File: src/rtl/game_master_fsm_param_if.sv
// Bundle of sprite-control, collision and timer signals between the game master FSM and the game datapath.
// Modport master is the FSM side; slave is the sprite/timer side.
interface game_master_fsm_param_if #(
    parameter int N_TARGETS = 3,
    parameter int N_LIVES   = 3,
    parameter int WIN_SCORE = 3
);
    localparam int SW = $clog2(WIN_SCORE + 1);
    localparam int LW = $clog2(N_LIVES + 1);

    logic                 launch_key;
    logic [N_TARGETS-1:0] target_within_screen;
    logic                 bullet_within_screen;
    logic                 spaceship_within_screen;
    logic                 collision;
    logic [N_TARGETS-1:0] collision_bullet;
    logic                 end_of_game_timer_running;

    logic [N_TARGETS-1:0] target_write_xy;
    logic [N_TARGETS-1:0] target_write_dxy;
    logic [N_TARGETS-1:0] target_enable_update;
    logic                 bullet_write_xy;
    logic                 bullet_write_dxy;
    logic                 bullet_enable_update;
    logic                 spaceship_write_xy;
    logic                 spaceship_write_dxy;
    logic                 spaceship_enable_update;
    logic [N_LIVES-1:0]   heart_write_xy;
    logic [N_LIVES-1:0]   heart_enable_update;
    logic                 end_of_game_timer_start;
    logic                 game_won;
    logic                 game_lost;
    logic [SW-1:0]        score;
    logic [LW-1:0]        n_lives;
    logic [2:0]           state_dbg;

    modport master (
        input  launch_key, target_within_screen, bullet_within_screen,
               spaceship_within_screen, collision, collision_bullet,
               end_of_game_timer_running,
        output target_write_xy, target_write_dxy, target_enable_update,
               bullet_write_xy, bullet_write_dxy, bullet_enable_update,
               spaceship_write_xy, spaceship_write_dxy, spaceship_enable_update,
               heart_write_xy, heart_enable_update, end_of_game_timer_start,
               game_won, game_lost, score, n_lives, state_dbg
    );

    modport slave (
        output launch_key, target_within_screen, bullet_within_screen,
               spaceship_within_screen, collision, collision_bullet,
               end_of_game_timer_running,
        input  target_write_xy, target_write_dxy, target_enable_update,
               bullet_write_xy, bullet_write_dxy, bullet_enable_update,
               spaceship_write_xy, spaceship_write_dxy, spaceship_enable_update,
               heart_write_xy, heart_enable_update, end_of_game_timer_start,
               game_won, game_lost, score, n_lives, state_dbg
    );
endinterface

File: src/rtl/game_master_fsm_param.sv
// Game master FSM: sequences rounds, aiming/shooting, scoring, lives and the end-of-game pause.
// Define GAME_MASTER_TIME_LIMIT_EN to use the pause timer as a play-time limit during AIM/SHOOT.
module game_master_fsm_param #(
    parameter int N_TARGETS = 3,
    parameter int N_LIVES   = 3,
    parameter int WIN_SCORE = 3
) (
    input logic                     clk,
    input logic                     rst,
    game_master_fsm_param_if.master bus
);
    localparam int SW = $clog2(WIN_SCORE + 1);
    localparam int LW = $clog2(N_LIVES + 1);

    typedef enum logic [2:0] {
        START_GAME  = 3'd0,
        START_ROUND = 3'd1,
        AIM         = 3'd2,
        SHOOT       = 3'd3,
        END_ROUND   = 3'd4,
        END_GAME    = 3'd5,
        END_WAIT    = 3'd6
    } state_t;

    state_t               state;
    logic [N_TARGETS-1:0] alive;
    logic [SW-1:0]        score;
    logic [LW-1:0]        n_lives;
    logic [1:0]           wait_cnt;

    logic [N_TARGETS-1:0] hits;
    logic [4:0]           hit_count;
    logic [4:0]           score_sum;
    logic [SW-1:0]        score_hit;
    logic                 round_end;
    logic                 life_loss;
    logic [LW-1:0]        lives_next;
    logic [N_LIVES-1:0]   heart_mask_next;

    // Hit accounting: only targets still alive can score, and the score saturates at the winning value.
    always_comb begin
        hits      = bus.collision_bullet & alive;
        hit_count = '0;
        for (int i = 0; i < N_TARGETS; i++) begin
            hit_count = hit_count + 5'(hits[i]);
        end
        score_sum = 5'(score) + hit_count;
        score_hit = (score_sum >= 5'(WIN_SCORE)) ? SW'(WIN_SCORE) : SW'(score_sum);
        round_end = (|(alive & ~bus.target_within_screen)) || !bus.bullet_within_screen
                    || !bus.spaceship_within_screen || (alive == '0);
    end

    // Lives are resolved ahead of the FSM so the heart enables always agree with n_lives in the same cycle.
    always_comb begin
        life_loss = ((state == AIM) || (state == SHOOT)) && bus.collision;
        if (state == START_GAME) begin
            lives_next = LW'(N_LIVES);
        end else if (life_loss && (n_lives != '0)) begin
            lives_next = n_lives - LW'(1);
        end else begin
            lives_next = n_lives;
        end
        for (int i = 0; i < N_LIVES; i++) begin
            heart_mask_next[i] = (i < int'(lives_next));
        end
    end

    always_ff @(posedge clk) begin
        if (rst) begin
            state                       <= START_GAME;
            alive                       <= '1;
            score                       <= '0;
            n_lives                     <= LW'(N_LIVES);
            wait_cnt                    <= '0;
            bus.target_write_xy         <= '0;
            bus.target_write_dxy        <= '0;
            bus.target_enable_update    <= '0;
            bus.bullet_write_xy         <= 1'b0;
            bus.bullet_write_dxy        <= 1'b0;
            bus.bullet_enable_update    <= 1'b0;
            bus.spaceship_write_xy      <= 1'b0;
            bus.spaceship_write_dxy     <= 1'b0;
            bus.spaceship_enable_update <= 1'b0;
            bus.heart_write_xy          <= '0;
            bus.heart_enable_update     <= '0;
            bus.end_of_game_timer_start <= 1'b0;
            bus.game_won                <= 1'b0;
            bus.game_lost               <= 1'b0;
        end else begin
            bus.target_write_xy         <= '0;
            bus.target_write_dxy        <= '0;
            bus.target_enable_update    <= '0;
            bus.bullet_write_xy         <= 1'b0;
            bus.bullet_write_dxy        <= 1'b0;
            bus.bullet_enable_update    <= 1'b0;
            bus.spaceship_write_xy      <= 1'b0;
            bus.spaceship_write_dxy     <= 1'b0;
            bus.spaceship_enable_update <= 1'b0;
            bus.heart_write_xy          <= '0;
            bus.end_of_game_timer_start <= 1'b0;
            n_lives                     <= lives_next;
            bus.heart_enable_update     <= heart_mask_next;

            case (state)
                START_GAME: begin
                    score              <= '0;
                    alive              <= '1;
                    bus.game_won       <= 1'b0;
                    bus.game_lost      <= 1'b0;
                    bus.heart_write_xy <= '1;
`ifdef GAME_MASTER_TIME_LIMIT_EN
                    bus.end_of_game_timer_start <= 1'b1;
`endif
                    state <= START_ROUND;
                end

                START_ROUND: begin
                    bus.target_write_xy    <= alive;
                    bus.target_write_dxy   <= alive;
                    bus.bullet_write_xy    <= 1'b1;
                    bus.spaceship_write_xy <= 1'b1;
                    state                  <= AIM;
                end

                AIM: begin
                    bus.target_enable_update <= alive;
                    if (bus.collision) begin
                        state <= END_ROUND;
`ifdef GAME_MASTER_TIME_LIMIT_EN
                    end else if (!bus.end_of_game_timer_running) begin
                        bus.game_lost <= 1'b1;
                        state         <= END_GAME;
`endif
                    end else if (bus.launch_key) begin
                        state <= SHOOT;
                    end else if (round_end) begin
                        state <= END_ROUND;
                    end
                end

                SHOOT: begin
                    bus.target_enable_update    <= alive;
                    bus.bullet_write_dxy        <= 1'b1;
                    bus.bullet_enable_update    <= 1'b1;
                    bus.spaceship_write_dxy     <= 1'b1;
                    bus.spaceship_enable_update <= 1'b1;
                    // A spaceship collision wins over a simultaneous bullet hit: no score is awarded.
                    if (bus.collision) begin
                        state <= END_ROUND;
`ifdef GAME_MASTER_TIME_LIMIT_EN
                    end else if (!bus.end_of_game_timer_running) begin
                        bus.game_lost <= 1'b1;
                        state         <= END_GAME;
`endif
                    end else if (hits != '0) begin
                        score <= score_hit;
                        alive <= alive & ~hits;
                        state <= END_ROUND;
                    end else if (round_end) begin
                        state <= END_ROUND;
                    end
                end

                END_ROUND: begin
                    if (score == SW'(WIN_SCORE)) begin
                        bus.game_won <= 1'b1;
                        state        <= END_GAME;
                    end else if (n_lives == '0) begin
                        bus.game_lost <= 1'b1;
                        state         <= END_GAME;
                    end else begin
                        if (alive == '0) begin
                            alive <= '1;
                        end
                        state <= START_ROUND;
                    end
                end

                END_GAME: begin
                    bus.end_of_game_timer_start <= 1'b1;
                    wait_cnt                    <= '0;
                    state                       <= END_WAIT;
                end

                // The timer needs a couple of cycles to report busy after its start pulse, so early reads are ignored.
                END_WAIT: begin
                    if (wait_cnt != 2'd2) begin
                        wait_cnt <= wait_cnt + 2'd1;
                    end else if (!bus.end_of_game_timer_running) begin
                        state <= START_GAME;
                    end
                end

                default: begin
                    state <= START_GAME;
                end
            endcase
        end
    end

    assign bus.score     = score;
    assign bus.n_lives   = n_lives;
    assign bus.state_dbg = state;

endmodule

File: src/flat_wrapper.sv
// flat-port wrapper written by rule: the top's interface ports become plain ports
module game_master_fsm_param_flat 
#(
    parameter int N_TARGETS = 3,
    parameter int N_LIVES   = 3,
    parameter int WIN_SCORE = 3
)
  (clk, rst, bus_launch_key, bus_target_within_screen, bus_bullet_within_screen, bus_spaceship_within_screen, bus_collision, bus_collision_bullet, bus_end_of_game_timer_running, bus_target_write_xy, bus_target_write_dxy, bus_target_enable_update, bus_bullet_write_xy, bus_bullet_write_dxy, bus_bullet_enable_update, bus_spaceship_write_xy, bus_spaceship_write_dxy, bus_spaceship_enable_update, bus_heart_write_xy, bus_heart_enable_update, bus_end_of_game_timer_start, bus_game_won, bus_game_lost, bus_score, bus_n_lives, bus_state_dbg);
  game_master_fsm_param_if #(.N_TARGETS(N_TARGETS), .N_LIVES(N_LIVES), .WIN_SCORE(WIN_SCORE)) bus_i ();
  input logic clk;
  input logic rst;
  input wire logic [$bits(bus_i.launch_key)-1:0] bus_launch_key;
  input wire logic [$bits(bus_i.target_within_screen)-1:0] bus_target_within_screen;
  input wire logic [$bits(bus_i.bullet_within_screen)-1:0] bus_bullet_within_screen;
  input wire logic [$bits(bus_i.spaceship_within_screen)-1:0] bus_spaceship_within_screen;
  input wire logic [$bits(bus_i.collision)-1:0] bus_collision;
  input wire logic [$bits(bus_i.collision_bullet)-1:0] bus_collision_bullet;
  input wire logic [$bits(bus_i.end_of_game_timer_running)-1:0] bus_end_of_game_timer_running;
  output wire logic [$bits(bus_i.target_write_xy)-1:0] bus_target_write_xy;
  output wire logic [$bits(bus_i.target_write_dxy)-1:0] bus_target_write_dxy;
  output wire logic [$bits(bus_i.target_enable_update)-1:0] bus_target_enable_update;
  output wire logic [$bits(bus_i.bullet_write_xy)-1:0] bus_bullet_write_xy;
  output wire logic [$bits(bus_i.bullet_write_dxy)-1:0] bus_bullet_write_dxy;
  output wire logic [$bits(bus_i.bullet_enable_update)-1:0] bus_bullet_enable_update;
  output wire logic [$bits(bus_i.spaceship_write_xy)-1:0] bus_spaceship_write_xy;
  output wire logic [$bits(bus_i.spaceship_write_dxy)-1:0] bus_spaceship_write_dxy;
  output wire logic [$bits(bus_i.spaceship_enable_update)-1:0] bus_spaceship_enable_update;
  output wire logic [$bits(bus_i.heart_write_xy)-1:0] bus_heart_write_xy;
  output wire logic [$bits(bus_i.heart_enable_update)-1:0] bus_heart_enable_update;
  output wire logic [$bits(bus_i.end_of_game_timer_start)-1:0] bus_end_of_game_timer_start;
  output wire logic [$bits(bus_i.game_won)-1:0] bus_game_won;
  output wire logic [$bits(bus_i.game_lost)-1:0] bus_game_lost;
  output wire logic [$bits(bus_i.score)-1:0] bus_score;
  output wire logic [$bits(bus_i.n_lives)-1:0] bus_n_lives;
  output wire logic [$bits(bus_i.state_dbg)-1:0] bus_state_dbg;
  assign bus_i.launch_key = bus_launch_key;
  assign bus_i.target_within_screen = bus_target_within_screen;
  assign bus_i.bullet_within_screen = bus_bullet_within_screen;
  assign bus_i.spaceship_within_screen = bus_spaceship_within_screen;
  assign bus_i.collision = bus_collision;
  assign bus_i.collision_bullet = bus_collision_bullet;
  assign bus_i.end_of_game_timer_running = bus_end_of_game_timer_running;
  assign bus_target_write_xy = bus_i.target_write_xy;
  assign bus_target_write_dxy = bus_i.target_write_dxy;
  assign bus_target_enable_update = bus_i.target_enable_update;
  assign bus_bullet_write_xy = bus_i.bullet_write_xy;
  assign bus_bullet_write_dxy = bus_i.bullet_write_dxy;
  assign bus_bullet_enable_update = bus_i.bullet_enable_update;
  assign bus_spaceship_write_xy = bus_i.spaceship_write_xy;
  assign bus_spaceship_write_dxy = bus_i.spaceship_write_dxy;
  assign bus_spaceship_enable_update = bus_i.spaceship_enable_update;
  assign bus_heart_write_xy = bus_i.heart_write_xy;
  assign bus_heart_enable_update = bus_i.heart_enable_update;
  assign bus_end_of_game_timer_start = bus_i.end_of_game_timer_start;
  assign bus_game_won = bus_i.game_won;
  assign bus_game_lost = bus_i.game_lost;
  assign bus_score = bus_i.score;
  assign bus_n_lives = bus_i.n_lives;
  assign bus_state_dbg = bus_i.state_dbg;
  game_master_fsm_param #(.N_TARGETS(N_TARGETS), .N_LIVES(N_LIVES), .WIN_SCORE(WIN_SCORE)) u_core (.clk(clk), .rst(rst), .bus(bus_i));
endmodule
File: config.mk
export PLATFORM = sky130hd
export DESIGN_NAME = game_master_fsm_param_flat
export DESIGN_NICKNAME = d
export VERILOG_FILES = /design/src/rtl/game_master_fsm_param_if.sv /design/src/rtl/game_master_fsm_param.sv /design/src/flat_wrapper.sv
export SDC_FILE = /design/constraint.sdc
export NUM_CORES = 1
export LEC_CHECK = 0
export CAP_MARGIN = 20
export CORE_ASPECT_RATIO = 0.6
export CORE_MARGIN = 2
export CORE_UTILIZATION = 40
export CTS_CLUSTER_SIZE = 28
export DETAILED_ROUTE_END_ITERATION = 12
export PLACE_DENSITY = 0.75
export SLEW_MARGIN = 5
export SYNTH_ARGS = -nofsm -noshare
export SYNTH_HDL_FRONTEND = slang
export SYNTH_SLANG_ARGS = --single-unit
File: constraint.sdc
create_clock -name clk -period 1.8 [get_ports clk]
set_input_delay 0.18 -clock clk [delete_from_list [all_inputs] [get_ports clk]]
set_output_delay 0.18 -clock clk [all_outputs]
set_load 0.1 [all_outputs]
==> results of run 1 <==
## cells by family after synthesis
group                      share of synthesized area [%]
buffers and inverters                               12.4
muxes                                              0.785
DFF                                                 42.4
AOI/OAI and AO/OA                                   16.3
adders and majority gates                           7.07
xor gates and xnor gates                           0.687
and+or+nand+nor                                     20.4
## registers in the layout, indices dropped and copies added (netlist names)
| signal | count |
|---|---|
| u_core.bus.target_enable_update | 3 |
| u_core.bus.target_write_xy | 3 |
| u_core.bus.state_dbg | 3 |
| u_core.bus.end_of_game_timer_start | 1 |
| u_core.bus.heart_enable_update | 3 |
| u_core.bus.game_lost | 1 |
| u_core.bus.game_won | 1 |
| u_core.bus.n_lives | 2 |
| u_core.alive | 3 |
| u_core.bus.score | 2 |
| u_core.bus.bullet_write_dxy | 1 |
| u_core.bus.heart_write_xy | 1 |
| u_core.bus.bullet_write_xy | 1 |
| u_core.wait_cnt | 2 |
## metal layers
layer  global-route usage (%)  vias to the layer above  wire, µm
li1                         -                      582         -
met1                     23.5                      541      1490
met3                     6.04                        2       265
met4                     6.18                        0         8
met2                     30.9                       55      1360
met5                        0                        -         0
## synthesized netlist by cell type, types with 2 or more instances
| cell | count | area (µm²) |
|---|---|---|
| a21oi_1 | 4 | 20.0 |
| a22oi_1 | 2 | 15.0 |
| a311oi_1 | 2 | 17.5 |
| a31oi_1 | 5 | 31.3 |
| and2_1 | 3 | 18.8 |
| buf_2 | 2 | 10.0 |
| buf_4 | 9 | 67.6 |
| clkbuf_1 | 2 | 7.51 |
| dfxtp_1 | 27 | 541 |
| fa_1 | 2 | 40.0 |
| ha_1 | 4 | 50.1 |
| inv_1 | 18 | 67.6 |
| nand2_1 | 7 | 26.3 |
| nand2b_1 | 3 | 18.8 |
| nor2_1 | 11 | 41.3 |
| nor2b_1 | 3 | 18.8 |
| nor3_1 | 8 | 40.0 |
| o21ai_0 | 10 | 50.1 |
| or3_1 | 2 | 12.5 |
## power groups by stage
stage | registers (mW) | clock network [mW] | logic (mW)
after floorplan | 0.868 | 0 | 0.265
after global placement | 0.676 | 0 | 0.605
after detailed placement | 0.678 | 0 | 0.610
after CTS | 0.666 | 0.348 | 0.615
after global routing | 0.671 | 0.372 | 0.666
final | 0.666 | 0.337 | 0.634
## how the worst min path moves through the flow
stage | startpoint | endpoint | cells past startpoint
4_1_cts | bus_collision_bullet[1] | u_core.alive[1]$_SDFFE_PP1P_ | 4
5_1_grt | bus_collision_bullet[1] | u_core.alive[1]$_SDFFE_PP1P_ | 4
3_5_place_dp | u_core.bus.game_lost$_SDFFE_PP0P_ | u_core.bus.game_lost$_SDFFE_PP0P_ | 2
2_1_floorplan | bus_end_of_game_timer_running | u_core.bus.state_dbg[2]$_SDFFE_PP0P_ | 2
3_3_place_gp | u_core.bus.game_won$_SDFFE_PP0P_ | u_core.bus.game_won$_SDFFE_PP0P_ | 2
6_report | bus_collision_bullet[1] | u_core.alive[1]$_SDFFE_PP1P_ | 4
## worst reg2reg max path: stages, from the launching register on
cell	delay (ns)
dfxtp_2	0.33
nand2_2	0.07
inv_2	0.04
ha_4	0.25
inv_2	0.03
fa_2	0.35
fa_2	0.42
a311oi_2	0.24
## cell type report
| cell class | count | area [µm²] |
|---|---|---|
| clock buffer | 3 | 41.3 |
| clock inverter | 1 | 5.00 |
| fill | 242 | 1120 |
| inverter | 18 | 67.6 |
| multi-input combinational | 86 | 617 |
| sequential | 27 | 557 |
| tap | 42 | 52.6 |
| timing repair buffer | 58 | 489 |
## stage by stage
stage                     TNS (ns)  total power [mW]  util, %
after global routing       -0.0863              1.71     62.1
after floorplan            -0.0787              1.13        -
after detailed placement    -0.906              1.29     58.9
after global placement      -0.697              1.28     58.9
final                      -0.0320              1.64     62.1
after CTS                   -0.101              1.63     60.7
## repair_timing
action                                 in CTS  in global routing
endpoints found under the hold margin       0                  0
setup buffers                               0                  1
setup endpoints to repair                   2                  2
pin swaps                                   3                  2
resized for setup                           7                  8
==> results.cfg, run 1 <==
[outcome]
status = finished with violations
violations = setup timing

[floorplanning]
core_area_mm2 = 0.00295
die_area_mm2 = 0.00367
die_h_um = 47.7
initial_core_util_pct = 43.3
io_pins = 44
core.rowCount = 15
chipWidth_um = 76.9

[setup_path]
worstPathCellList = nand2_2 > inv_2 > ha_4 > inv_2 > fa_2 > fa_2 > a311oi_2
cp.depth = 7
reg2reg_depth = 7
crit_type = reg -> reg
worstPathArrival_ns = 2.02
critPathMaxFanout = 2
r2r_setup_slack_ns = -0.03
critical_path_buf_inv_count = 2
crit_path_end = u_core.bus.score[1]$_SDFFE_PP0P_
critical_path.max_stage_delay_ns = 0.42
r2r-start = u_core.alive[1]$_SDFFE_PP1P_
cp_data_required_time_ns = 1.99
cp-start-kind = flop
r2r_end = u_core.bus.score[1]$_SDFFE_PP0P_
critical-path-slowest-cell = fa_2
end_kind = flop
cp_top_family = adder cells
worstSetupStartpoint = u_core.alive[1]$_SDFFE_PP1P_

[cts]
cts-htree-levels = 1
clk_path_buf_depth = 2
clock_sinks = 27
root_buffer = clkbuf_8
clk_latency_ns = 0.27
cts_hold_buffers = 0
clk_pin_slew_ns = 0.09
cts_inserted_buffers = 3
cts_tree = done

[placed_design]
dp_slack_ns = -0.450
place_inst = 230
port_buffers = 43
placed_cell_area_mm2 = 0.00173
gp_routability_congestion = 0.793
hpwlAfterDp_mm = 2.37

[detailed_routing]
vias = 1180
antenna_left = 0
drt-total-wl_mm = 3.12
drt_pre_antenna_iters = 4
viasPerCell = 5.02
drc = 0
wl_per_cell_um = 13.3
drt_iter0_drc = 115

[power_and_ir_drop]
peakVddDrop_v = 0.000447
swShare_pct = 40.8
p_switching_mw = 0.668
p_clk_share_pct = 20.6
p_int_mw = 0.969
p_leak_nw = 0.805
p_seq_share_pct = 40.7
power_density_mw_per_mm2 = 895
p_comb_share_pct = 38.7

[global_routing]
grt_max_degree = 17
antenna_found_initial = 0
overflow = 0
grt_util_all_layers_pct = 18.4
grt_pass1_wl_mm = 5.11
first_global_vias = 1086

[timing]
fmax_mhz = 546
max_slew_margin_pct = 68.6
finalClockSkew_ns = 0.00225
final.min_clock_period_ns = 1.83
finalSetupViolations = 1
finalCritPeriodShare_pct = 102
slew_viol_final = 0
timing.hold.ws_ns = 0.407
worst_slew_pin_slew_ns = 0.467
rsz0062_at_grt = yes
setup_ws_ns = -0.0320
final-hold-violation-count = 0

[job]
drv_cap = 0

[final_layout]
diodes = 0
layout.cells.non_filler = 235
num-nets-final = 213
drive_above_1_share_pct = 39.4
mostFrequentLayoutCells = buf_4, dfxtp_1, inv_1
final_common_cell = buf_4
stdcell_area_mm2 = 0.00183
area_delta_synth_final_pct = 43.5

[synth]
async_flop_share_pct = 0
ys_seq_area_share_pct = 42.4
synth_nets = 164
netlist_area_mm2 = 0.00127
yosys_warnings = 0
yosys_most_used_dff = dfxtp_1
ys_ff_latch = 27
syn-mean-instance-area_um2 = 8.79
netlist_instances = 145
synth_edf_count = 0
synth_cell_type_count = 40

[hold_path]
hold_path.class = in -> reg
(Power assumes the default switching activity.)
==> run 2, diff against run 1 <==
--- a/config.mk
+++ b/config.mk
@@ -16,3 +16,4 @@
 export SYNTH_ARGS = -nofsm -noshare
 export SYNTH_HDL_FRONTEND = slang
 export SYNTH_SLANG_ARGS = --single-unit
+export TNS_END_PERCENT = 1
==> run 2 against run 1 <==
  * The run still ends with setup timing left
  * Sequential share of layout area barely moved
  * Wire length rose by 0.58%
  * Die area is the same
  * Largest cell class unchanged
  * Hold slack got worse by 0.012 ns
  * Sequential power barely moved
==> results.cfg, run 2 (same netlist as run 1, synthesis figures left out) <==
[timing]
rsz0062_at_grt = yes
finalClockSkew_ns = 0.00769
setup_ws_ns = -0.115
finalCritPeriodShare_pct = 106
max_slew_margin_pct = 69.1
worst_slew_pin_slew_ns = 0.463
finalSetupViolations = 2
final.min_clock_period_ns = 1.91
slew_viol_final = 0
fmax_mhz = 522
final-hold-violation-count = 0
timing.hold.ws_ns = 0.395
tns_ns = -0.156

[placed_design]
hpwlAfterDp_mm = 2.45
placed_cell_area_mm2 = 0.00173
place_inst = 229
dp_slack_ns = -0.482
gp_routability_congestion = 0.868
port_buffers = 43

[final_layout]
drive_above_1_share_pct = 34.0
final_common_cell = buf_4
layout.cells.non_filler = 233
num-fill-cells = 248
num-nets-final = 211
area_delta_synth_final_pct = 40.8
mostFrequentLayoutCells = buf_4, dfxtp_1, inv_1
stdcell_area_mm2 = 0.00180
final_util_pct = 60.9
diodes = 0

[detailed_routing]
viasPerCell = 5.15
vias = 1200
wl_per_cell_um = 13.5
drt_iter0_drc = 52
antenna_left = 0
drt-total-wl_mm = 3.14
drt_pre_antenna_iters = 4
drc = 0

[power_and_ir_drop]
p_leak_nw = 0.793
p_total_mw = 1.64
power_density_mw_per_mm2 = 911
peakVddDrop_v = 0.000414

[global_routing]
grt_pass1_wl_mm = 4.82
grt_max_degree = 16
overflow = 0
first_global_vias = 1081
antenna_found_initial = 0
grt_util_all_layers_pct = 17.5

[setup_path]
worstPathArrival_ns = 2.11
end_kind = flop
critPathMaxFanout = 2
crit_type = in -> reg
r2r_setup_slack_ns = -0.10
reg2reg_depth = 7
r2r-start = u_core.alive[1]$_SDFFE_PP1P_
cp-start-kind = input port
cp_data_required_time_ns = 1.99
worstSetupStartpoint = bus_collision_bullet[0]
r2r_end = u_core.bus.score[1]$_SDFFE_PP0P_
crit_path_end = u_core.bus.score[1]$_SDFFE_PP0P_

[cts]
root_buffer = clkbuf_8
clk_pin_slew_ns = 0.09
clock_sinks = 27
post-cts-setup-buffer-count = 0
cts_inserted_buffers = 3
clk_path_buf_depth = 2
cts-htree-levels = 1
clk_latency_ns = 0.27
cts_tree = done
cts_hold_buffers = 0

[hold_path]
hold_path.class = in -> reg
worstHoldPathCells = 4
holdCritStartpoint = bus_collision_bullet[1]

[outcome]
violations = setup timing
status = finished with violations

[job]
drv_cap = 0

[floorplanning]
io_pins = 44
core.rowCount = 15
initial_core_util_pct = 43.3
core_area_mm2 = 0.00295
chipWidth_um = 76.9
die_h_um = 47.7
die_area_mm2 = 0.00367
==> run 2: changes by cell type in the layout (fill, tap and decap cells not counted), sizes merged <==
cell / previous run / this run
buf: 46 / 44
clkbuf: 3 / 4
clkinv: 1 / 0
==> run 2: cell type report <==
class	instances	area (µm²)	area share, %
inverters	18	67.6	3.76
clock buffers	4	45.0	2.51
multi-input cells	86	597	33.2
flip-flops and latches	27	547	30.5
repair buffers	56	487	27.1
well taps	42	52.6	2.93
==> run 2: power by group <==
part,total [mW],internal (mW),switching (mW),leakage [nW]
registers,0.669,0.633,0.0362,0.221
clock network,0.339,0.159,0.180,0.0228
logic,0.628,0.182,0.446,0.550
total,1.64,0.973,0.663,0.793
==> run 2: critical path, cell delays in order <==
cell	delay (ns)
clkdlybuf4s50_1	0.40
inv_1	0.09
nor2_2	0.06
ha_4	0.26
inv_2	0.03
fa_2	0.38
fa_1	0.46
a311oi_1	0.25
==> run 2: worst min path at each step <==
| stage | slack [ns] | to |
|---|---|---|
| 2_1_floorplan | 0.34 | u_core.bus.state_dbg[2]$_SDFFE_PP0P_ |
| 3_3_place_gp | 0.46 | u_core.bus.game_won$_SDFFE_PP0P_ |
| 3_5_place_dp | 0.48 | u_core.bus.game_lost$_SDFFE_PP0P_ |
| 4_1_cts | 0.39 | u_core.alive[1]$_SDFFE_PP1P_ |
| 5_1_grt | 0.39 | u_core.alive[1]$_SDFFE_PP1P_ |
| 6_report | 0.39 | u_core.alive[1]$_SDFFE_PP1P_ |
==> run 2: layer usage <==
layer	routed length [µm]	track usage, %	share of wire (%)
met2	1470	31.6	47
met4	20	4.36	0.64
met5	0	0	0
met3	253	6.42	8.1
met1	1390	20.8	44
==> run 2: what timing repair did <==
item | 4_1_cts | 5_1_grt
endpoints found under the setup margin | 2 | 2
gates resized for setup | 2 | 8
pin swaps | 2 | 5
